### src/rtl/dmem_lsu_pkg.sv
// Shared encodings for the data-memory load/store unit: funct3 codes, memory op codes,
// FSM state encoding and small decode helpers.
package dmem_lsu_pkg;

   localparam logic [2:0] F3_B  = 3'd0;
   localparam logic [2:0] F3_H  = 3'd1;
   localparam logic [2:0] F3_W  = 3'd2;
   localparam logic [2:0] F3_BU = 3'd4;
   localparam logic [2:0] F3_HU = 3'd5;

   localparam logic [1:0] RWE_RD = 2'd0;
   localparam logic [1:0] RWE_SW = 2'd1;
   localparam logic [1:0] RWE_SH = 2'd2;
   localparam logic [1:0] RWE_SB = 2'd3;

   typedef enum logic [2:0] {
      ST_IDLE     = 3'd0,
      ST_LOAD     = 3'd1,
      ST_LOAD_CAP = 3'd2,
      ST_STORE    = 3'd3,
      ST_RESP     = 3'd4
   } state_e;

   // Access size in bytes; funct3[1:0]=3 reports 4 but is rejected elsewhere.
   function automatic logic [2:0] access_size(input logic [2:0] f3);
      case (f3[1:0])
         2'd0:    return 3'd1;
         2'd1:    return 3'd2;
         default: return 3'd4;
      endcase
   endfunction

   function automatic logic [1:0] store_rwe(input logic [2:0] f3);
      case (f3[1:0])
         2'd0:    return RWE_SB;
         2'd1:    return RWE_SH;
         default: return RWE_SW;
      endcase
   endfunction

endpackage

### src/rtl/dmem_lsu_load_extend.sv
// Selects the byte/halfword/word from the memory read data and sign- or zero-extends
// it according to the load funct3.
module load_extend
   import dmem_lsu_pkg::*;
(
   input  logic [31:0] mem_rdata,
   input  logic [2:0]  funct3,
   output logic [31:0] ext_data
);

   always_comb begin
      ext_data = mem_rdata;
      case (funct3)
         F3_B:    ext_data = {{24{mem_rdata[7]}}, mem_rdata[7:0]};
         F3_BU:   ext_data = {24'd0, mem_rdata[7:0]};
         F3_H:    ext_data = {{16{mem_rdata[15]}}, mem_rdata[15:0]};
         F3_HU:   ext_data = {16'd0, mem_rdata[15:0]};
         default: ext_data = mem_rdata;
      endcase
   end

endmodule

### src/rtl/dmem_lsu.sv
// Single-outstanding load/store initiator for the byte-addressed data memory. Range and
// alignment faults are resolved at accept, so a faulting access never touches memory.
module dmem_lsu
   import dmem_lsu_pkg::*;
#(
   parameter int MEM_BYTES = 128,
   parameter int ADDR_W    = 7,
   parameter bit ALIGN_CHK = 1'b1
) (
   input  logic              clk,
   input  logic              reset,
   input  logic              req_valid,
   output logic              req_ready,
   input  logic              req_we,
   input  logic [2:0]        req_funct3,
   input  logic [31:0]       req_addr,
   input  logic [31:0]       req_wdata,
   output logic              rsp_valid,
   input  logic              rsp_ready,
   output logic [31:0]       rsp_rdata,
   output logic              rsp_err,
   output logic [1:0]        mem_rwe,
   output logic [ADDR_W-1:0] mem_addr,
   output logic [31:0]       mem_wdata,
   input  logic [31:0]       mem_rdata,
   output logic              busy
);

   localparam logic [32:0] MEM_LIM = 33'(MEM_BYTES);

   state_e            state_q, state_d;
   logic [2:0]        funct3_q, funct3_d;
   logic              req_ready_q, req_ready_d;
   logic              rsp_valid_q, rsp_valid_d;
   logic [31:0]       rsp_rdata_q, rsp_rdata_d;
   logic              rsp_err_q, rsp_err_d;
   logic [1:0]        mem_rwe_q, mem_rwe_d;
   logic [ADDR_W-1:0] mem_addr_q, mem_addr_d;
   logic [31:0]       mem_wdata_q, mem_wdata_d;

   logic [2:0]  req_size;
   logic [32:0] req_end;
   logic        range_flt, align_flt, f3_flt, req_flt;
   logic [31:0] ld_ext;

   load_extend u_load_extend (
      .mem_rdata (mem_rdata),
      .funct3    (funct3_q),
      .ext_data  (ld_ext)
   );

   // 33-bit end address so an access near 2^32 cannot wrap back into range.
   always_comb begin
      req_size  = access_size(req_funct3);
      req_end   = {1'b0, req_addr} + {30'd0, req_size};
      range_flt = (req_end > MEM_LIM);
      align_flt = 1'b0;
      if (ALIGN_CHK) begin
         case (req_size)
            3'd2:    align_flt = req_addr[0];
            3'd4:    align_flt = |req_addr[1:0];
            default: align_flt = 1'b0;
         endcase
      end
      f3_flt  = (req_funct3 == 3'd3) || (req_funct3 == 3'd6) || (req_funct3 == 3'd7) ||
                (req_we && (req_funct3 >= 3'd3));
      req_flt = range_flt || align_flt || f3_flt;
   end

   always_comb begin
      state_d     = state_q;
      funct3_d    = funct3_q;
      req_ready_d = req_ready_q;
      rsp_valid_d = rsp_valid_q;
      rsp_rdata_d = rsp_rdata_q;
      rsp_err_d   = rsp_err_q;
      mem_rwe_d   = RWE_RD;
      mem_addr_d  = mem_addr_q;
      mem_wdata_d = mem_wdata_q;
      case (state_q)
         ST_IDLE: begin
            if (req_valid && req_ready_q) begin
               req_ready_d = 1'b0;
               funct3_d    = req_funct3;
               rsp_rdata_d = 32'd0;
               rsp_err_d   = 1'b0;
               if (req_flt) begin
                  rsp_err_d   = 1'b1;
                  rsp_valid_d = 1'b1;
                  state_d     = ST_RESP;
               end else if (req_we) begin
                  mem_rwe_d   = store_rwe(req_funct3);
                  mem_addr_d  = req_addr[ADDR_W-1:0];
                  mem_wdata_d = req_wdata;
                  state_d     = ST_STORE;
               end else begin
                  mem_addr_d  = req_addr[ADDR_W-1:0];
                  state_d     = ST_LOAD;
               end
            end
         end
         ST_LOAD: state_d = ST_LOAD_CAP;
         ST_LOAD_CAP: begin
            rsp_rdata_d = ld_ext;
            rsp_valid_d = 1'b1;
            state_d     = ST_RESP;
         end
         ST_STORE: begin
            rsp_valid_d = 1'b1;
            state_d     = ST_RESP;
         end
         ST_RESP: begin
            if (rsp_ready) begin
               rsp_valid_d = 1'b0;
               req_ready_d = 1'b1;
               state_d     = ST_IDLE;
            end
         end
         default: begin
            rsp_valid_d = 1'b0;
            req_ready_d = 1'b1;
            state_d     = ST_IDLE;
         end
      endcase
   end

   always_ff @(posedge clk or posedge reset) begin
      if (reset) begin
         state_q     <= ST_IDLE;
         funct3_q    <= 3'd0;
         req_ready_q <= 1'b1;
         rsp_valid_q <= 1'b0;
         rsp_rdata_q <= 32'd0;
         rsp_err_q   <= 1'b0;
         mem_rwe_q   <= RWE_RD;
         mem_addr_q  <= '0;
         mem_wdata_q <= 32'd0;
      end else begin
         state_q     <= state_d;
         funct3_q    <= funct3_d;
         req_ready_q <= req_ready_d;
         rsp_valid_q <= rsp_valid_d;
         rsp_rdata_q <= rsp_rdata_d;
         rsp_err_q   <= rsp_err_d;
         mem_rwe_q   <= mem_rwe_d;
         mem_addr_q  <= mem_addr_d;
         mem_wdata_q <= mem_wdata_d;
      end
   end

   assign req_ready = req_ready_q;
   assign rsp_valid = rsp_valid_q;
   assign rsp_rdata = rsp_rdata_q;
   assign rsp_err   = rsp_err_q;
   assign mem_rwe   = mem_rwe_q;
   assign mem_addr  = mem_addr_q;
   assign mem_wdata = mem_wdata_q;
   assign busy      = (state_q != ST_IDLE);

endmodule

### config.mk
export PLATFORM = sky130hd
export DESIGN_NAME = dmem_lsu
export DESIGN_NICKNAME = d
export VERILOG_FILES = /design/src/rtl/dmem_lsu_pkg.sv /design/src/rtl/dmem_lsu_load_extend.sv /design/src/rtl/dmem_lsu.sv
export SDC_FILE = /design/constraint.sdc
export NUM_CORES = 1
export LEC_CHECK = 0
export CORE_UTILIZATION = 45
export DETAILED_ROUTE_END_ITERATION = 10
export GPL_TIMING_DRIVEN = 0
export PLACE_DENSITY = 0.81
export SLEW_MARGIN = 20
export SYNTH_ARGS = -nofsm -noshare
export SYNTH_HDL_FRONTEND = slang
export SYNTH_SLANG_ARGS = --single-unit
### constraint.sdc
create_clock -name clk -period 6.8 [get_ports clk]
set_clock_uncertainty 0.2 [all_clocks]
set_input_delay 1.02 -clock clk [delete_from_list [all_inputs] [get_ports clk]]
set_output_delay 1.02 -clock clk [all_outputs]
set_load 0.005 [all_outputs]
**Word-level counts from Yosys, hierarchy flattened**

Cells that the tools add are included.
Widths: inputs -> output; s select.

- Register bits after elaboration: 82
- Input bits: 104
- Output and inout port bits: 77
- Word-level logic and storage cells: 76

- Add/sub/neg operators: 1
- Magnitude comparators: 2
- Equality and inequality tests: 16
- Mux-type cells: 23
- Bitwise logic cells: 3
- Reduce and logical (&&, ||, !) cells: 22

Operators with widths:

| operator | count |
|---|---|
| $pmux 32 s4 | 1 |
| $pmux 32 s2 | 1 |
| $add 32x3->33 | 1 |
| $gt 33x8->1 const B | 1 |
| $mux 32 | 1 |
| $eq 3x3->1 const B | 6 |
| $eq 3x2->1 const B | 4 |
| $pmux 3 s4 | 1 |
| $mux 2 | 5 |
| $mux 3 | 3 |
| $reduce_and 4->1 | 2 |
| $eq 3x1->1 const B | 2 |
| $logic_not 3->1 | 2 |
| $mux 1 | 6 |
| $ne 2x2->1 const B | 3 |
| $pmux 3 s2 | 1 |
| $reduce_and 2->1 | 3 |
| $reduce_and 3->1 | 2 |
| $logic_or 1x1->1 | 5 |
| $pmux 1 s4 | 1 |
| $pmux 2 s2 | 1 |
| $reduce_or 2->1 | 2 |
| $ge 3x2->1 const B | 1 |
| $not 1->1 | 3 |
| other kinds (8) | 9 |

**Depth between registers and ports, before layout**

- Word-level depth: 9
- Gate-level depth with buffers: 13
- Depth with buffers taken out: 11

**By module**

Synthesis repeated with hierarchy kept, for this count alone.

- Cells, all modules: 469
- Area, all modules: 4524.3 um^2

By module, submodules not included:

| module | times used | cells an instance | area each (um^2) | sequential area each (um^2) |
|---|---|---|---|---|
| dmem_lsu | 1 | 402 | 4169.0 | 2053.2 |
| load_extend | 1 | 67 | 355.3 | 0.0 |

**Worst setup path after synthesis**

No wires, ideal clock.

- Kind: input to register
- Start: in req_funct3[1]
- End: reg mem_wdata_q[0] (netlist: mem_wdata[0])
- Library setup time: 0.125 ns
- Arrival: 3.827 ns
- Data required time: 6.475 ns
- Slack: 2.648 ns
- Cell stages on the path: 12
- Cell sequence: clkbuf_1 ha_1 clkbuf_1 a21oi_1 a211oi_1 mux2_2 a211oi_1 o211ai_1 nor4_4 nand4_4 buf_6 mux2_4

- Longest elaborated chain between the ends: 8

Ends and longest elaborated chain:

| element | RTL line | text |
|---|---|---|
| from (decl) | dmem_lsu.sv:15 | `input logic [2:0] req_funct3,` |
| $eq 2x1->1 / $logic_not 2->1 (equally long branches) | dmem_lsu_pkg.sv:26 | `case (f3[1:0])` |
| $pmux 3 s2 | dmem_lsu_pkg.sv:26 |  |
| $add 32x3->33, or another cell as far along | dmem_lsu.sv:55 | `req_end = {1'b0, req_addr} + {30'd0, req_size};` |
| $gt 33x8->1 / $pmux 1 s2 (equally long branches) | dmem_lsu.sv:56, dmem_lsu.sv:59 |  |
| $logic_or 1x1->1 | dmem_lsu.sv:67 | `req_flt = range_flt \|\| align_flt \|\| f3_flt;` |
| $logic_or 1x1->1 (*) | dmem_lsu.sv:67 |  |
| $not 1->1 (no line) (*) | - |  |
| $reduce_and 4->1 (no line) (*) | - |  |
| to (signal assigned) | dmem_lsu.sv:147 | `mem_wdata_q <= mem_wdata_d;` |
| to (decl) | dmem_lsu.sv:39 | `logic [31:0] mem_wdata_q, mem_wdata_d;` |

Every way passes the cells marked *; elsewhere a longest branch is shown, timed or not.
A chain may end at the register's enable or synchronous reset.

**Worst setup path in the final report**

- Start: in req_funct3[1]
- End: reg mem_wdata_q[19] (netlist: mem_wdata[19])

The elaborated chain is that of the path after synthesis.

==> metrics.txt <==
# TYPE chip_impl_metric gauge
chip_impl_info{name="worst_path_max_delay_cell",value="sky130_fd_sc_hd__clkdlybuf4s50_1"} 1
chip_impl_metric{name="die_outline_area",unit="sq um"} 9850
chip_impl_metric{name="grt_pass1_wl",unit="um"} 18600
chip_impl_metric{name="grt_use_met2",unit="%"} 43.1
chip_impl_metric{name="synthesis.yosys.warnings",unit=""} 0
chip_impl_info{name="crit_family",value="simple AND/OR/NAND/NOR gates"} 1
chip_impl_metric{name="synthesis.nets",unit=""} 505
chip_impl_metric{name="grt_util_all_layers",unit="%"} 23.9
chip_impl_metric{name="worst-slew-pin-transition",unit="ps"} 689
chip_impl_metric{name="final-instance-count-excl-fill",unit=""} 705
chip_impl_info{name="worstReg2RegStart",value="state_q[2]$_DFFE_PP0P_"} 1
chip_impl_metric{name="core.rowCount",unit=""} 35
chip_impl_metric{name="timing.reg2reg.setup_slack",unit="ps"} 4190
chip_impl_metric{name="post_synth_edffs",unit=""} 0
chip_impl_metric{name="dp_cell_count",unit=""} 689
chip_impl_info{name="outcome",value="completed"} 1
chip_impl_metric{name="design_power_total",unit="mW"} 1.10
chip_impl_metric{name="grt_pass1_vias",unit=""} 3740
chip_impl_info{name="cts_tree",value="yes"} 1
chip_impl_metric{name="cts.sinks",unit=""} 82
chip_impl_metric{name="max-vdd-ir-drop",unit="V"} 0.000113
chip_impl_metric{name="detail_route.drc_violations",unit=""} 0
chip_impl_metric{name="insertedDiodeCount",unit=""} 0
chip_impl_metric{name="layout-drive-gt1-share",unit="%"} 14.0
chip_impl_metric{name="final_period_minus_worst_setup_slack",unit="ps"} 4880
chip_impl_metric{name="initial_core_util",unit="%"} 46.3
chip_impl_info{name="setup.worst_path.start_class",value="input port"} 1
chip_impl_metric{name="detail_route.iter0.violations",unit=""} 147
chip_impl_metric{name="grt_remaining_overflow",unit=""} 0
chip_impl_metric{name="cp_num_buf_inv",unit=""} 3
chip_impl_metric{name="detailedPlace.worstSlack",unit="ps"} 1620
chip_impl_metric{name="postSynthAreaPerCell",unit="sq um"} 10.7
chip_impl_metric{name="cp_slowest_stage_delay",unit="ps"} 630
chip_impl_metric{name="cp_data_required_time",unit="ps"} 6830
chip_impl_metric{name="number_of_vias_in_the_routed_layout",unit=""} 3877
chip_impl_metric{name="grt_use_met3",unit="%"} 4.64
chip_impl_info{name="synth-main-ff-cell",value="sky130_fd_sc_hd__dfrtp_1"} 1
chip_impl_info{name="grt.busiest_layer",value="met2"} 1
chip_impl_metric{name="power_density",unit="nW/um^2"} 171
chip_impl_info{name="worstHoldEndpoint",value="rsp_rdata[29]$_DFFE_PP0P_"} 1
chip_impl_metric{name="finalSetupViolations",unit=""} 0
chip_impl_metric{name="post_synth_num_cell_types",unit=""} 54
chip_impl_metric{name="power_leakage",unit="nW"} 2.89
chip_impl_metric{name="hpwlAfterDp",unit="um"} 9300
chip_impl_metric{name="grt_antenna_before_repair",unit=""} 0
chip_impl_metric{name="maxCapViolations",unit=""} 0
chip_impl_metric{name="asyncSetResetFlopFracSynth",unit="%"} 100
chip_impl_metric{name="drt.antenna.violating_nets",unit=""} 0
chip_impl_metric{name="core_region_area",unit="sq um"} 9200
chip_impl_metric{name="worstSkewPairLatency",unit="ps"} 340
chip_impl_metric{name="number_of_synthesized_register_bits",unit=""} 82
chip_impl_metric{name="wl_per_cell",unit="um"} 16.8
chip_impl_metric{name="utilization",unit="%"} 69.9
chip_impl_metric{name="netlist_area",unit="sq um"} 4250
chip_impl_metric{name="routabilityCongestion",unit=""} 0.931
chip_impl_metric{name="postCtsHoldBufs",unit=""} 0
chip_impl_metric{name="die_h",unit="um"} 99.2
chip_impl_metric{name="sequential_to_total_area_share_from_yosys_stat",unit="%"} 48.3
chip_impl_metric{name="hold-path-cell-count",unit=""} 2
chip_impl_metric{name="final-hold-violation-count",unit=""} 0
chip_impl_metric{name="boundaryPins",unit=""} 181
chip_impl_metric{name="syn_to_final_growth",unit="%"} 51.1
chip_impl_metric{name="synth.top_cell.area_share",unit="%"} 47.6
chip_impl_info{name="hp-start",value="rsp_rdata[29]$_DFFE_PP0P_"} 1
chip_impl_info{name="netlist.top_cell.by_area",value="sky130_fd_sc_hd__dfrtp_1"} 1
chip_impl_info{name="timing_worst_setup_path_type",value="in -> reg"} 1
chip_impl_info{name="synth.area.top_cells",value="sky130_fd_sc_hd__dfrtp_1 48%, sky130_fd_sc_hd__mux2_4 11%, sky130_fd_sc_hd__nand2_1 4.6%"} 1
chip_impl_metric{name="cts_made_buffers",unit=""} 9
chip_impl_metric{name="timing.final.ws_setup",unit="ps"} 1920
chip_impl_info{name="final_cell_mix",value="180 x sky130_fd_sc_hd__clkdlybuf4s50_1, 81 x sky130_fd_sc_hd__dfrtp_1, 52 x sky130_fd_sc_hd__nand2_1"} 1
chip_impl_metric{name="clock_buffer_depth",unit=""} 2
chip_impl_metric{name="maxClockFrequency",unit="GHz"} 0.205
chip_impl_metric{name="clock_slew_at_reported_path_ffs",unit="ps"} 80
chip_impl_info{name="reg2reg_to",value="mem_wdata[19]$_DFFE_PP0P_"} 1
chip_impl_metric{name="fp.dieW",unit="um"} 99.2
chip_impl_metric{name="post-route-period-util",unit="%"} 71.8
chip_impl_metric{name="syn_inst",unit=""} 397
chip_impl_metric{name="use_met1",unit="%"} 29.3
chip_impl_info{name="holdCritPathClass",value="reg -> reg"} 1
chip_impl_metric{name="worst-path-max-fanout",unit=""} 10
chip_impl_info{name="worstSetupEndpointType",value="register"} 1
chip_impl_metric{name="post_cts.repair.setup_buffers",unit=""} 0
chip_impl_info{name="cts-root-buf",value="sky130_fd_sc_hd__clkbuf_8"} 1
chip_impl_metric{name="first_pass_drt_iterations",unit=""} 4
chip_impl_metric{name="largest_net_degree_at_the_start_of_global_routing",unit=""} 51
chip_impl_info{name="grt_setup_unrepaired",value="false"} 1
chip_impl_metric{name="timing.reg2reg.worst_path_depth",unit=""} 6
chip_impl_metric{name="vias_per_cell",unit=""} 5.50
chip_impl_metric{name="io_buffers",unit=""} 180
chip_impl_metric{name="count_of_h_tree_levels_built_during_cts",unit=""} 3
chip_impl_metric{name="worstPathArrival",unit="ps"} 4910
chip_impl_metric{name="relSlewSlack",unit="%"} 53.6
chip_impl_metric{name="design.final.nets",unit=""} 697
chip_impl_metric{name="postCtsResizedCells",unit=""} 0
chip_impl_info{name="path_cells",value="clkdlybuf4s50_1 > nor2_1 > ha_1 > fa_1 > xor2_1 > or4_1 > a211oi_1 > o22ai_1 > and4b_1 > and3_1 > clkbuf_1 > nand4_4 > buf_6 > mux2_4"} 1
chip_impl_metric{name="timing.final.max_slew_violations",unit=""} 0
chip_impl_metric{name="num-fill-cells",unit=""} 690
chip_impl_metric{name="tns_setup",unit="ps"} 0
chip_impl_metric{name="finalWirelength",unit="um"} 11900
chip_impl_info{name="layout_commonest_cell",value="sky130_fd_sc_hd__clkdlybuf4s50_1"} 1
==> power by group <==
group | switching, mW | total, mW | internal (mW) | leakage, nW
registers | 0.0163 | 0.522 | 0.506 | 1.13
logic | 0.0954 | 0.217 | 0.121 | 1.65
clock network | 0.185 | 0.358 | 0.174 | 0.105
total | 0.296 | 1.10 | 0.800 | 2.89
==> tightest hold or removal path, delay by kind of cell (launching register included) <==
kind	cells	cell delay, ps
AOI/OAI and AO/OA	1	60
DFF	1	350
and+or+nand+nor	1	40
==> area by class of cell <==
class / count / area [sq um] / area share [%]
Buffer: 16 / 82.6 / 1.29
Timing Repair Buffer: 181 / 1830 / 28.5
Sequential cell: 82 / 2050 / 32.0
Tap cell: 111 / 139 / 2.16
Clock inverter: 7 / 77.6 / 1.21
Clock buffer: 9 / 124 / 1.93
Inverter: 6 / 25.0 / 0.389
Multi-Input combinational cell: 293 / 2100 / 32.6
==> cell usage after synthesis (3+ instances only) <==
library cell               instances
sky130_fd_sc_hd__a31o_2            9
sky130_fd_sc_hd__inv_1             6
sky130_fd_sc_hd__a21o_1            3
sky130_fd_sc_hd__dfrtp_1          81
sky130_fd_sc_hd__nor3_1           10
sky130_fd_sc_hd__ha_1              3
sky130_fd_sc_hd__o21ai_0          28
sky130_fd_sc_hd__a211o_1           3
sky130_fd_sc_hd__nand2b_1          3
sky130_fd_sc_hd__mux2i_1           3
sky130_fd_sc_hd__nand4b_1          3
sky130_fd_sc_hd__nor4_1            4
sky130_fd_sc_hd__o22ai_1           3
sky130_fd_sc_hd__a21oi_1          14
sky130_fd_sc_hd__mux2_4           30
sky130_fd_sc_hd__and3_1            3
sky130_fd_sc_hd__xor2_1            5
sky130_fd_sc_hd__nand2_1          52
sky130_fd_sc_hd__mux2_2           11
sky130_fd_sc_hd__nor2b_1          19
sky130_fd_sc_hd__buf_6             3
sky130_fd_sc_hd__nand3_1          21
sky130_fd_sc_hd__or2_2             3
sky130_fd_sc_hd__clkbuf_1         13
sky130_fd_sc_hd__nand4_1          11
sky130_fd_sc_hd__xnor2_1           3
sky130_fd_sc_hd__a211oi_1          7
sky130_fd_sc_hd__nor2_1           13
sky130_fd_sc_hd__or3_1             3
==> through the flow <==
stage	hold slack, ps	area (sq um)
3_5_place_dp	271	6220
5_1_grt	313	6430
2_1_floorplan	261	4250
3_3_place_gp	264	6190
4_1_cts	289	6430
6_report	283	6430
==> state kept, by name, summed over array words and instances, names as in the netlist <==
signal	count
state_q	3
rsp_err	1
mem_wdata	32
req_ready	1
funct3_q	3
mem_addr	7
mem_rwe	2
rsp_valid	1
rsp_rdata	32
==> logic make-up after synthesis <==
| logic type | after synthesis | share of synthesized area, % |
|---|---|---|
| flip-flops | 82 | 48.3 |
| AO/OA/AOI/OAI | 79 | 11.9 |
| adder cells (fa/ha/maj) | 4 | 1.35 |
| buffers and inverters | 22 | 2.47 |
| AND/OR/NAND/NOR | 158 | 20.1 |
| multiplexers | 44 | 14.2 |
| XOR/XNOR | 8 | 1.65 |
==> how the worst max path moves through the flow <==
stage                       start                   endpoint  slack [ps]  cells past startpoint
finish              req_funct3[1]  mem_wdata[19]$_DFFE_PP0P_        1920                     14
global route        req_funct3[1]  mem_wdata[22]$_DFFE_PP0P_        1780                     13
CTS                 req_funct3[1]  mem_wdata[19]$_DFFE_PP0P_        1980                     14
detailed placement  req_funct3[1]  mem_wdata[19]$_DFFE_PP0P_        1620                     14
global placement    req_funct3[1]  mem_wdata[25]$_DFFE_PP0P_        1680                     14
floorplan           req_funct3[1]   mem_wdata[0]$_DFFE_PP0P_        2650                     12
==> routing by layer <==
metal  part of all wire (%)  wire length (um)
met1                     42              5010
met2                     50              5910
met3                    6.9               822
met4                   0.86               102
met5                      0                 0
Power figures use the tool's default switching activity.
